## src/rtl/riscv_pkg.sv

```systemverilog
// Shared encodings for the unified instruction/data memory arbiter.
package riscv_pkg;

  typedef enum logic [1:0] {
    IDLE  = 2'd0,
    ISSUE = 2'd1,
    WAIT  = 2'd2,
    RESP  = 2'd3
  } state_e;

  localparam logic OWN_I = 1'b0;
  localparam logic OWN_D = 1'b1;

  localparam int unsigned DEF_MEM_LAT    = 1;
  localparam int unsigned DEF_STARVE_MAX = 4;

endpackage

```

## src/rtl/unified_mem_arbiter.sv

```systemverilog
// Shares one fixed-latency single-ported memory between fetch and load/store.
// Data side wins arbitration unless fetch has waited STARVE_MAX data grants.
module unified_mem_arbiter
  import riscv_pkg::*;
#(
  parameter int unsigned ADDR_W     = 32,
  parameter int unsigned DATA_W     = 32,
  parameter int unsigned MEM_LAT    = DEF_MEM_LAT,
  parameter int unsigned STARVE_MAX = DEF_STARVE_MAX
) (
  input  logic              clk,
  input  logic              rst,
  input  logic              i_req,
  input  logic [ADDR_W-1:0] i_addr,
  output logic              i_done,
  output logic [DATA_W-1:0] i_rdata,
  input  logic              d_req,
  input  logic              d_we,
  input  logic [ADDR_W-1:0] d_addr,
  input  logic [DATA_W-1:0] d_wdata,
  input  logic [3:0]        d_wmask,
  output logic              d_done,
  output logic [DATA_W-1:0] d_rdata,
  output logic              stall_if,
  output logic              stall_mem,
  output logic              mem_en,
  output logic              mem_we,
  output logic [ADDR_W-1:0] mem_addr,
  output logic [DATA_W-1:0] mem_wdata,
  output logic [3:0]        mem_wmask,
  input  logic [DATA_W-1:0] mem_rdata
);

  localparam int unsigned     SC_W       = (STARVE_MAX < 1) ? 1 : $clog2(STARVE_MAX + 1);
  localparam logic [SC_W-1:0] STARVE_LIM = SC_W'(STARVE_MAX);
  localparam logic [3:0]      LAT_INIT   = 4'(MEM_LAT - 1);

  state_e            state_q, state_d;
  logic              owner_q, owner_d;
  logic              we_q, we_d;
  logic [3:0]        lat_cnt_q, lat_cnt_d;
  logic [SC_W-1:0]   starve_q, starve_d;
  logic              mem_en_q, mem_en_d;
  logic              mem_we_q, mem_we_d;
  logic [ADDR_W-1:0] mem_addr_q, mem_addr_d;
  logic [DATA_W-1:0] mem_wdata_q, mem_wdata_d;
  logic [3:0]        mem_wmask_q, mem_wmask_d;
  logic              i_done_q, i_done_d;
  logic              d_done_q, d_done_d;
  logic [DATA_W-1:0] i_rdata_q, i_rdata_d;
  logic [DATA_W-1:0] d_rdata_q, d_rdata_d;
  logic              starve_fire;
  logic              addr_lsb_unused;

  // Memory is word addressed; byte offsets are dropped.
  assign addr_lsb_unused = ^{i_addr[1:0], d_addr[1:0]};

  always_ff @(posedge clk or posedge rst) begin
    if (rst) begin
      state_q     <= IDLE;
      owner_q     <= OWN_I;
      we_q        <= 1'b0;
      lat_cnt_q   <= '0;
      starve_q    <= '0;
      mem_en_q    <= 1'b0;
      mem_we_q    <= 1'b0;
      mem_addr_q  <= '0;
      mem_wdata_q <= '0;
      mem_wmask_q <= '0;
      i_done_q    <= 1'b0;
      d_done_q    <= 1'b0;
      i_rdata_q   <= '0;
      d_rdata_q   <= '0;
    end else begin
      state_q     <= state_d;
      owner_q     <= owner_d;
      we_q        <= we_d;
      lat_cnt_q   <= lat_cnt_d;
      starve_q    <= starve_d;
      mem_en_q    <= mem_en_d;
      mem_we_q    <= mem_we_d;
      mem_addr_q  <= mem_addr_d;
      mem_wdata_q <= mem_wdata_d;
      mem_wmask_q <= mem_wmask_d;
      i_done_q    <= i_done_d;
      d_done_q    <= d_done_d;
      i_rdata_q   <= i_rdata_d;
      d_rdata_q   <= d_rdata_d;
    end
  end

  always_comb begin
    state_d     = state_q;
    owner_d     = owner_q;
    we_d        = we_q;
    lat_cnt_d   = lat_cnt_q;
    starve_d    = starve_q;
    mem_en_d    = 1'b0;
    mem_we_d    = 1'b0;
    mem_addr_d  = mem_addr_q;
    mem_wdata_d = mem_wdata_q;
    mem_wmask_d = mem_wmask_q;
    i_done_d    = 1'b0;
    d_done_d    = 1'b0;
    i_rdata_d   = i_rdata_q;
    d_rdata_d   = d_rdata_q;
    starve_fire = i_req && (STARVE_MAX != 0) && (starve_q == STARVE_LIM);

    case (state_q)
      IDLE: begin
        if (d_req && !starve_fire) begin
          owner_d     = OWN_D;
          we_d        = d_we;
          mem_en_d    = 1'b1;
          mem_we_d    = d_we;
          mem_addr_d  = {d_addr[ADDR_W-1:2], 2'b00};
          mem_wdata_d = d_wdata;
          mem_wmask_d = d_we ? d_wmask : 4'b0000;
          state_d     = ISSUE;
          if (!i_req)
            starve_d = '0;
          else if (starve_q != STARVE_LIM)
            starve_d = starve_q + SC_W'(1);
        end else if (i_req) begin
          owner_d     = OWN_I;
          we_d        = 1'b0;
          mem_en_d    = 1'b1;
          mem_addr_d  = {i_addr[ADDR_W-1:2], 2'b00};
          mem_wdata_d = '0;
          mem_wmask_d = 4'b0000;
          starve_d    = '0;
          state_d     = ISSUE;
        end
      end
      ISSUE: begin
        lat_cnt_d = LAT_INIT;
        state_d   = WAIT;
      end
      WAIT: begin
        if (lat_cnt_q == 4'd0) begin
          if (owner_q == OWN_I) begin
            i_done_d  = 1'b1;
            i_rdata_d = mem_rdata;
          end else begin
            d_done_d = 1'b1;
            if (!we_q)
              d_rdata_d = mem_rdata;
          end
          state_d = RESP;
        end else begin
          lat_cnt_d = lat_cnt_q - 4'd1;
        end
      end
      RESP: begin
        // Requests are not looked at here, so a held request is never re-granted stale.
        state_d = IDLE;
      end
      default: state_d = IDLE;
    endcase
  end

  assign i_done    = i_done_q;
  assign d_done    = d_done_q;
  assign i_rdata   = i_rdata_q;
  assign d_rdata   = d_rdata_q;
  assign mem_en    = mem_en_q;
  assign mem_we    = mem_we_q;
  assign mem_addr  = mem_addr_q;
  assign mem_wdata = mem_wdata_q;
  assign mem_wmask = mem_wmask_q;
  assign stall_if  = i_req & ~i_done_q;
  assign stall_mem = d_req & ~d_done_q;

endmodule
```

## config.mk

```make
export PLATFORM = sky130hd
export DESIGN_NAME = unified_mem_arbiter
export DESIGN_NICKNAME = d
export VERILOG_FILES = /design/src/rtl/riscv_pkg.sv /design/src/rtl/unified_mem_arbiter.sv
export SDC_FILE = /design/constraint.sdc
export NUM_CORES = 1
export LEC_CHECK = 0
export CAP_MARGIN = 20
export CORE_ASPECT_RATIO = 0.9
export CORE_MARGIN = 8
export CORE_UTILIZATION = 54
export DETAILED_ROUTE_END_ITERATION = 10
export DONT_BUFFER_PORTS = 1
export PLACE_DENSITY = 0.71
export SLEW_MARGIN = 20
export SYNTH_ARGS = -nofsm -noshare
export SYNTH_HDL_FRONTEND = slang
export SYNTH_SLANG_ARGS = --single-unit
export TNS_END_PERCENT = 1
```

## constraint.sdc

```tcl
create_clock -name clk -period 8.9 [get_ports clk]
set_input_delay 1.335 -clock clk [delete_from_list [all_inputs] [get_ports clk]]
set_output_delay 1.335 -clock clk [all_outputs]
set_load 0.01 [all_outputs]
```

# Word-level counts from Yosys, hierarchy flattened
# Index checks and enable logic that the tools add are counted.
# W data, S select, Z words.
# classes
n_addsub	2
n_mul	0
n_div	0
magnitude_cmp	0
eq_ne	9
shift	0
mux	31
bitwise_logic	6
reduce_logical	13
# ops
cell	n
$mux W32	4
$mux W4	4
$mux W1	14
$mux W3	4
$pmux W2 S4	1
$pmux W4 S2	1
$mux W2	3
$ne A3 B3 Y1 const B	2
$reduce_and A2 Y1	3
$reduce_and A3 Y1	2
$eq A2 B2 Y1 const B	2
$logic_not A4 Y1	1
$ne A2 B2 Y1 const B	2
$not A1 Y1	4
$reduce_and A4 Y1	1
$reduce_bool A2 Y1	2
$sub A4 B1 Y4 const B	1
$add A3 B1 Y3 const B	1
$eq A3 B3 Y1 const B	1
$ne A3 B2 Y1 const B	1
$and A1 B1 Y1	2
$eq A2 B1 Y1 const B	1
$logic_and A1 B1 Y1	2
$logic_not A2 Y1	1
$logic_not A1 Y1	1
# word_totals
reg_bits	147
latch_bits	0
ram_bits	0
mem_bits_ro	0
in_bits	137
out_inout_bits	138
elab_cells	75
n_memories	0

# Logic depth before layout (Yosys ltp)
# Gate-level depths: netlist (run 1).
# depth
ltp_word	6
mapped_depth	8
depth_no_buf	6

# Least setup slack after synthesis (run 1)
# OpenSTA, ideal clock, no wires.
# synth_timing
path_type	input to output
from	input d_req
to	output stall_mem
arrival_ps	2007
t_required_ps	7565
setup_slack_ps	5558
path_stages	3
n_path_buf	2
cell_sequence	buf_2 clkbuf_1 nor2b_1
# synth_between
elab_chain_len	1
# synth_rtl
element	line	source
from (decl)	unified_mem_arbiter.sv:17	input logic d_req,
$and A1 B1 Y1	unified_mem_arbiter.sv:172	assign stall_mem = d_req & ~d_done_q;
to (decl)	unified_mem_arbiter.sv:25	output logic stall_mem,
# No other way between the ends.

# Worst setup path after layout (run 1)
# layout_timing
from	input i_req
to	output stall_if
# layout_between
elab_chain_len	1
# layout_rtl
element	line	source
from (decl)	unified_mem_arbiter.sv:13	input logic i_req,
$and A1 B1 Y1	unified_mem_arbiter.sv:171	assign stall_if = i_req & ~i_done_q;
to (decl)	unified_mem_arbiter.sv:24	output logic stall_if,
# No other way between the ends.

==> results of run 1 <==
-- registers in the layout, indices dropped and copies added (netlist names) --
register	count
d_rdata	32
i_rdata	32
mem_wdata	32
mem_addr	30
lat_cnt_q	4
mem_wmask	4
starve_q	3
state_q	2
d_done	1
i_done	1
mem_en	1
mem_we	1
owner_q	1
we_q	1
-- per-layer routing --
metal  wire [um]  share of wire (%)  up-vias  global-route usage, %
met5           8              0.051        -                      0
met4         181                1.2        2                   6.82
met3        2280                 15       16                   12.3
met2        7620                 49      224                   32.3
met1        5610                 36     1922                   23.1
li1            -                  -     1620                      -
-- power by group through the flow --
stage	sequential [mW]	combinational [mW]	clock (mW)
floorplan	1.30	0.725	0
global placement	1.41	0.751	0
detailed placement	1.42	0.790	0
CTS	1.42	0.793	0.700
global route	1.45	0.854	0.732
finish	1.41	0.784	0.686
-- final cells by class --
cell class / count / area share [%]
timing repair buffer: 4 / 0.500
tap: 156 / 2.89
inverter: 11 / 0.685
multi-input combinational: 268 / 33.7
clock inverter: 9 / 1.61
clock buffer: 22 / 6.87
sequential: 145 / 53.7
-- how the worst max path moves through the flow --
stage | from | slack (ns) | end | depth (start not counted)
finish | i_req | 5.94 | stall_if | 2
global route | i_req | 5.90 | stall_if | 2
CTS | i_req | 5.94 | stall_if | 2
detailed placement | i_req | 5.60 | starve_q[1] | 3
global placement | i_req | 5.69 | starve_q[1] | 3
floorplan | rst | 3.67 | d_done | 1
-- cell families (layout without fill, tap and decap cells) --
family / after synthesis / after routing / synth area share, %
mux: 67 / 67 / 15.8
other cells: 1 / 2 / 0.0607
flops: 145 / 145 / 58.8
compound gates: 77 / 77 / 10.1
buf+inv: 49 / 46 / 4.54
simple gates: 116 / 116 / 9.56
fa+ha+maj: 6 / 6 / 1.22
-- layout by cell type (no fill, tap or decap), drive strengths merged, types with 2 or more instances in the layout --
master	n
dfrtp	145
nand2	68
mux2	65
a22o	36
o211ai	31
nand4	30
clkbuf	22
inv	11
ha	6
clkinv	6
buf	4
nand3	3
and2	2
nor2	2
mux2i	2
o31ai	2
conb	2
bufinv	2
o21ai	2
nor2b	2
-- metrics by stage --
step / setup WS [ns] / total power [mW] / util, % / hold WS [ns] / instance area, um2
3_5_place_dp: 5.60 / 2.21 / 54.7 / 0.474 / 6180
5_1_grt: 5.90 / 3.04 / 59.8 / 0.511 / 6760
2_1_floorplan: 3.67 / 2.02 / - / 0.450 / 6180
6_report: 5.94 / 2.88 / 59.8 / 0.484 / 6760
3_3_place_gp: 5.69 / 2.16 / 54.7 / 0.463 / 6180
4_1_cts: 5.94 / 2.91 / 59.8 / 0.488 / 6750
==> out/qor.txt, run 1 <==
P_leak: 3.11 nW
Comb power frac: 27.2%
Peak Freq: 338 MHz
Min Tclk post-route: 2.96 ns
P_sw: 1.02 mW
Pwr dens: 426 nW/um2
Rows: 37
Async SR Flop Fraction: 100%
Clock Tree Root: clkbuf_16
Max-Cap Viols: 0
Final wirelength: 15700 um
Sw Ratio: 35.5%
Worst r2r src: starve_q[0]
Internal power: 1.86 mW
Drt drc: 0
Endpoint of the worst hold path: we_q
Avg WL per Cell: 25.5 um
Post-CTS setup buffer count: 0
Post-layout nets: 590
Worst slew pin tran: 1.05 ns
Initial antenna violation count: 1
Critical path arrival: 1.63 ns
CP Capture Type: output port
Via Count: 3784
Highest net fanout along the worst path: 6
Seq/Total Area, Yosys: 58.8%
CP Launch Type: input port
Leading area contributor after synthesis: dfrtp_1
Hold Buf Count CTS: 0
First-pass GRT wire length: 24000 um
Max clock buf depth: 2
Area Overhead vs Synth: 9.40%
Synth Instances: 461
Core Area: 11300 um2
Dpl hpwl: 11100 um
Clock-pin slew on the worst setup and hold paths: 0.05 ns
Post-synth top area share: 58.8%
Inserted Diodes: 0
Worst Path Required: 7.57 ns
Max Slew Vio Count: 0
Clock Power Share: 23.8%
Slew Limit Headroom: 29.7%
Syn. warnings: 0
Main flop type after synthesis: dfrtp_1
Hold Fails Final Rpt: 0
Area contributors post-synth: dfrtp_1, mux2_4, a22o_1
Routed Antenna Nets: 0
Die X: 129 um
Die H: 117 um
IO Pins: 275
Final GP Congestion: 0.770
Total Routing Usage GR: 20.7%
Synth cell count leaders: dfrtp_1, nand2_1, mux2_4, a22o_1, o211ai_1
PostCTS Resize Cnt: 0
Max H-tree Level: 4
Vias in the first global route: 4001
Initial core utilization: 54.7%
Worst path bufs/invs: 1
Synth Register Bits: 145
Worst hold path type: flip-flop to flip-flop
Synth unique cells: 43
R2r setup slk: 6.40 ns
Min-delay src: we_q
Total grt overflow: 0
Worst skew pair latency: 0.42 ns
Sequential Area: 3630 um2
Largest net degree at the start of global routing: 88
Setup TNS: 0 ns
Port Buffers: 0
Fill count: 886
DR iter-0 viols: 345
Layout cells sized above 1: 22.7%
Status: complete, no violations
Cells after DPL: 584
Mapped cell area: 6170 um2
Clock buffer count from CTS: 17
CTS tree: built
Most common cell in the synthesized netlist: dfrtp_1
Worst Skew: 0.00512 ns
Worst reg-to-reg path cell count: 5
Layout Cells excl Fill: 615
CTS sink cnt: 145
Critical path class: input port to output port
Pre-antenna DRT Iters: 5
Worst-path cell chain: inv_1, nor2_1
Reg2reg end: mem_addr[24]
Multi-input logic area: 2280 um2
Peak supply drop: 0.210 mV
Number of synthesized flops with an enable pin: 0
Period Utilization, post-route: 33.3%
Critical Path Max Stage Delay: 0.24 ns
CP max stage cell: nor2_1
RSZ-0062 raised after global routing: false
Syn Area/Cell: 13.4 um2
Setup violators final: 0
Hold path cells: 1
Flop pwr share: 48.9%
Die ar.: 15100 um2
CP top delay family: simple AND/OR/NAND/NOR gates
Vias per cell: 6.15
Note: power is estimated with default switching activity, not from simulation.
==> run 2: changes to the inputs <==
Clock period 8.9 ns to 3.01 ns, I/O delays scaled along.
==> run 2 against run 1 <==
Compared with the run above:
- count of clock-buffer cells in the layout shrank 3
- critical path depth grew 4
- sequential share of layout area shrank 0.84 points
- utilization grew 0.95 points
- register-to-register slack lost 5.7 ns
- via count shrank 2.1%
- die area is the same
- critical path type is now flip-flop to flip-flop
- critical endpoint is now i_rdata[17]
- largest cell class unchanged
==> out/qor.txt, run 2 (synthesized netlist as in run 1, its figures left out) <==
Status: complete, no violations
IO Pins: 275 (unchanged)
Clock buffer count from CTS: 17 (unchanged)
Worst slew pin tran: 1.07 ns (+0.0124 ns)
Peak Freq: 425 MHz
PostCTS Resize Cnt: 0 (unchanged)
Highest net fanout along the worst path: 15 (+9)
Total Power: 8.72 mW (+200%)
Final GP Congestion: 0.768 (-0.16%)
CP Capture Type: flip-flop
Area Overhead vs Synth: 11.1%
Die ar.: 15100 um2 (unchanged)
RSZ-0062 raised after global routing: false
CP Launch Type: flip-flop
Avg WL per Cell: 24.6 um (-3.7%)
Most common cell after layout, fill and taps aside: dfrtp_1
Post-CTS setup buffer count: 0 (unchanged)
Core Area: 11300 um2 (unchanged)
Slew Limit Headroom: 28.9% (-0.83 points)
Drt drc: 0 (unchanged)
Die X: 129 um (unchanged)
Pre-antenna DRT Iters: 4 (-1)
Clock Tree Root: clkbuf_16
Worst r2r src: state_q[0]
Total Routing Usage GR: 20.3% (-0.45 points)
First-pass GRT wire length: 23500 um (-2.1%)
Sw Ratio: 34.9% (-0.61 points)
Port Buffers: 0 (unchanged)
Dpl hpwl: 11200 um (+0.92%)
Initial antenna violation count: 0 (-1)
Hold Fails Final Rpt: 0 (unchanged)
Comb power frac: 26.7% (-0.5 points)
Reg2reg end: i_rdata[17]
R2r setup slk: 0.66 ns (-5.74 ns)
GR peak layer: met2
Setup TNS: 0 ns (unchanged)
CTS tree: built
Worst skew pair latency: 0.41 ns (about the same)
Met1 Usage GRT: 22.3% (-0.78 points)
Worst reg-to-reg path cell count: 6 (+1)
Pwr dens: 1270 nW/um2 (+200%)
Flop pwr share: 47.8% (-1.1 points)
Setup violators final: 0 (unchanged)
P_sw: 3.04 mW (+200%)
Min Tclk post-route: 2.35 ns
Met2 Resource Use GR: 32.1% (-0.13 points)
Worst Skew: 0.00756 ns (+0.00244 ns)
Period Utilization, post-route: 78.2%
P_leak: 3.16 nW (+1.6%)
Inserted Diodes: 0 (unchanged)
Layout cells sized above 1: 24.1% (+1.4 points)
Max H-tree Level: 4 (unchanged)
Routed Antenna Nets: 0 (unchanged)
Via Count: 3703 (-2.1%)
Largest net degree at the start of global routing: 58 (-34%)
Critical path arrival: 2.65 ns (+1.02 ns)
Hold Buf Count CTS: 0 (unchanged)
Clock-pin slew on the worst setup and hold paths: 0.06 ns (about the same)
Die H: 117 um (unchanged)
Peak supply drop: 0.770 mV (+270%)
Clock Power Share: 25.5% (+1.7 points)
Total grt overflow: 0 (unchanged)
Post-layout nets: 595 (+0.85%)
CTS sink cnt: 145 (unchanged)
Critical path class: flip-flop to flip-flop
Met3 usage: 12.0% (-0.32 points)
Max clock buf depth: 2 (unchanged)
Initial core utilization: 54.7% (unchanged)
Vias per cell: 5.96 (-3.1%)
Internal power: 5.68 mW (+210%)
Worst hold path type: input port to asynchronous set/reset pin
Worst Path Required: 3.30 ns (-4.27 ns)
Rows: 37 (unchanged)
Final wirelength: 15300 um (-2.8%)
DR iter-0 viols: 219 (-37%)
Commonest non-fill, non-tap cells in the layout: dfrtp_1, nand2_1, mux2_4
Vias in the first global route: 3891 (-2.7%)
Max-Cap Viols: 0 (unchanged)
Max Slew Vio Count: 0 (unchanged)
## run 2: how the worst max path moves through the flow
stage	slack [ns]	to	from
after detailed placement	0.67	i_rdata[17]	state_q[0]
after global placement	0.73	i_rdata[9]	state_q[0]
after global routing	0.58	i_rdata[17]	state_q[0]
final	0.66	i_rdata[17]	state_q[0]
after floorplan	0.74	d_done	rst
after CTS	0.64	i_rdata[1]	state_q[0]
## run 2: per-stage QoR
step / setup WS, ns / utilization [%] / hold slack [ns] / cell area, um2 / std cells
finish: 0.656 / 60.8 / 0.0479 / 6860 / 621
global route: 0.582 / 60.8 / 0.0893 / 6860 / 621
CTS: 0.638 / 60.8 / 0.0598 / 6860 / 621
detailed placement: 0.668 / 55.1 / 0.498 / 6230 / 589
global placement: 0.731 / 55.1 / 0.464 / 6230 / 589
floorplan: 0.739 / - / 0.450 / 6180 / 462
## run 2: power by group through the flow
stage	sequential [mW]	combinational [mW]	clock, mW
3_3_place_gp	4.18	2.23	0
2_1_floorplan	3.84	2.14	0
3_5_place_dp	4.21	2.35	0
5_1_grt	4.28	2.56	2.37
6_report	4.17	2.33	2.22
4_1_cts	4.20	2.35	2.27
## run 2: layer usage
metal	up-vias	part of all wire, %
met3	14	14
met1	1839	37
met5	-	0
li1	1644	-
met2	206	48
met4	0	1.2
## run 2: final cells by class
class	instances	area, um2
Clock buffer	19	453
Clock inverter	13	184
Fill cell	888	4430
Inverter	11	45.0
Multi-Input combinational cell	268	2280
Sequential cell	145	3630
Tap cell	156	195
Timing Repair Buffer	9	80.1
## run 2: critical path, stage by stage, from the launching register on
cell and delay, ns:
dfrtp_1 0.40, inv_1 0.09, ha_1 0.29, and4bb_4 0.30, nor2b_4 0.43, buf_4 0.39, mux2_4 0.34
==> run 3: changes to the inputs <==
Clock period 3.01 ns to 2.45 ns, I/O delays scaled along.
==> run 3 against run 2 <==
Compared with the run above:
- routed wire length is 1.6% higher
- critical path depth stayed put
- critical endpoint is now d_rdata[2]
- first-iteration DRC count grew 31%
- register-to-register slack got worse by 0.32 ns
- via count increased by 0.32%
==> out/qor.txt, run 3 (synthesized netlist as in run 1, its figures left out) <==
Max H-tree Level: 4 (unchanged)
Min-delay src: d_wdata[20]
Drt drc: 0 (unchanged)
Total Power: 10.6 mW (+22%)
RSZ-0062 raised after global routing: false
Setup ws final: 0.338 ns (-0.318 ns)
CTS sink cnt: 145 (unchanged)
Commonest non-fill, non-tap cells in the layout: dfrtp_1, nand2_1, mux2_4
First-pass GRT wire length: 23900 um (+1.8%)
Critical Path Max Stage Delay: 0.39 ns (-0.04 ns)
CP Launch Type: flip-flop
Cell Area, Placed: 6260 um2 (+0.56%)
Worst Path Required: 2.75 ns (-0.55 ns)
Status: complete, no violations
Fin area: 6870 um2 (+0.11%)
Pre-antenna DRT Iters: 4 (unchanged)
Worst hold path type: input port to flip-flop
Pre-CTS setup slack: 0.302 ns (-0.366 ns)
Total grt overflow: 0 (unchanged)
Hold path cells: 1
Avg WL per Cell: 24.8 um (+1.2%)
Most common cell after layout, fill and taps aside: dfrtp_1
Dpl hpwl: 11200 um (-0.58%)
Layout cells sized above 1: 24.4% (+0.27 points)
Initial antenna violation count: 0 (unchanged)
Inserted Diodes: 0 (unchanged)
Endpoint of the worst hold path: mem_wdata[20]
Max clock buf depth: 2 (unchanged)
Port Buffers: 0 (unchanged)
Vias per cell: 5.95 (-0.16%)
Rows: 37 (unchanged)
Routed Antenna Nets: 0 (unchanged)
Final wirelength: 15500 um (+1.6%)
Die H: 117 um (unchanged)
Clock buffer count from CTS: 17 (unchanged)
Die X: 129 um (unchanged)
Slew Limit Headroom: 42.4% (+14 points)
Max-Cap Viols: 0 (unchanged)
Max Slew Vio Count: 0 (unchanged)
Pwr dens: 1550 nW/um2 (+22%)
Peak Freq: 473 MHz (+11%)
Worst skew pair latency: 0.42 ns (about the same)
Setup TNS: 0 ns (unchanged)
Core Area: 11300 um2 (unchanged)
Highest net fanout along the worst path: 19 (+4)
DR iter-0 viols: 287 (+31%)
Initial core utilization: 54.7% (unchanged)
Final GP Congestion: 0.779 (+1.4%)
Critical path class: flip-flop to flip-flop
Peak supply drop: 0.866 mV (+12%)
Post-layout nets: 599 (+0.67%)
Largest net degree at the start of global routing: 81 (+40%)
Post-CTS setup buffer count: 0 (unchanged)
Worst Skew: 0.00943 ns (+0.00187 ns)
Via Count: 3715 (+0.32%)
Worst r2r src: state_q[0]
Clock Tree Root: clkbuf_16
Worst-path cell chain: inv_1, ha_1, and4bb_4, nand3b_4, buf_4, mux2_4
P_leak: 3.17 nW (+0.21%)
Clock-pin slew on the worst setup and hold paths: 0.06 ns (about the same)
Setup violators final: 0 (unchanged)
Vias in the first global route: 4021 (+3.3%)
Fill count: 900 (+1.4%)
Die ar.: 15100 um2 (unchanged)
R2r setup slk: 0.34 ns (-0.32 ns)
IO Pins: 275 (unchanged)
CTS tree: built
Total Routing Usage GR: 20.7% (+0.46 points)
Hold Fails Final Rpt: 0 (unchanged)
Finished Core Util: 60.8% (+0.066 points)
Reg2reg end: d_rdata[2]
CP Capture Type: flip-flop
CP max stage cell: dfrtp_1
PostCTS Resize Cnt: 0 (unchanged)
Period Utilization, post-route: 86.2% (+8.0 points)
Critical path arrival: 2.42 ns (-0.23 ns)
Worst slew pin tran: 0.860 ns (-0.206 ns)
Area Overhead vs Synth: 11.3%
Min Tclk post-route: 2.11 ns (-0.242 ns)
Worst reg-to-reg path cell count: 6 (unchanged)
## run 3: changes by cell type in the layout (fill, tap and decap cells not counted), sizes merged
cell | previous run | this run
inv | 11 | 12
clkbuf | 19 | 18
buf | 9 | 12
clkinvlp | 4 | 3
bufinv | 4 | 3
clkinv | 5 | 6
dlygate4sd3 | 0 | 1
## run 3: worst max path at each step
stage,from,endpoint,slack (ns),cells after the start
CTS,state_q[0],d_rdata[2],0.29,6
detailed placement,state_q[0],d_rdata[2],0.30,6
global placement,state_q[0],d_rdata[18],0.36,6
floorplan,rst,d_done,0.26,1
finish,state_q[0],d_rdata[2],0.34,6
global route,state_q[0],d_rdata[17],0.21,6
## run 3: layer usage
layer  wire length (um)  share of wire [%]  track usage, %  vias up
met5                  0                  0               0        -
met4                273                1.8            7.85        0
met3               2180                 14            12.0       25
met2               7410                 48            32.5      203
met1               5640                 36            22.7     1844
li1                   -                  -               -     1643
## run 3: critical path, delay by kind of cell (launching register included)
kind | cells | cell delay, ns
adders and majority gates | 1 | 0.28
buffers and inverters | 2 | 0.39
DFF | 1 | 0.39
muxes | 1 | 0.31
and+or+nand+nor | 2 | 0.61
## run 3: area by class of cell
type | instances | area (um2) | share of cell area [%]
inverter | 11 | 45.0 | 0.656
clock buffer | 18 | 439 | 6.39
sequential | 145 | 3630 | 52.8
tap | 156 | 195 | 2.84
multi-input combinational | 268 | 2280 | 33.1
clock inverter | 13 | 160 | 2.33
timing repair buffer | 13 | 125 | 1.82
## run 3: stage by stage
stage               hold WS [ns]  instances
global route              0.0587        624
floorplan                  0.450        462
global placement           0.193        592
CTS                       0.0610        624
finish                    0.0751        624
detailed placement         0.197        592
## run 3: what timing repair did
| item | 4_1_cts | 5_1_grt |
|---|---|---|
| endpoints found under the setup margin | 0 | 0 |
| hold buffers | 1 | 0 |
| endpoints found under the hold margin | 8 | 0 |
## run 3: where the power goes
| group | internal, mW | switching [mW] | leakage (nW) |
|---|---|---|---|
| Sequential | 3.58 | 1.54 | 1.78 |
| Combinational | 1.66 | 1.24 | 1.10 |
| Clock | 1.62 | 0.985 | 0.292 |
| Total | 6.86 | 3.76 | 3.17 |
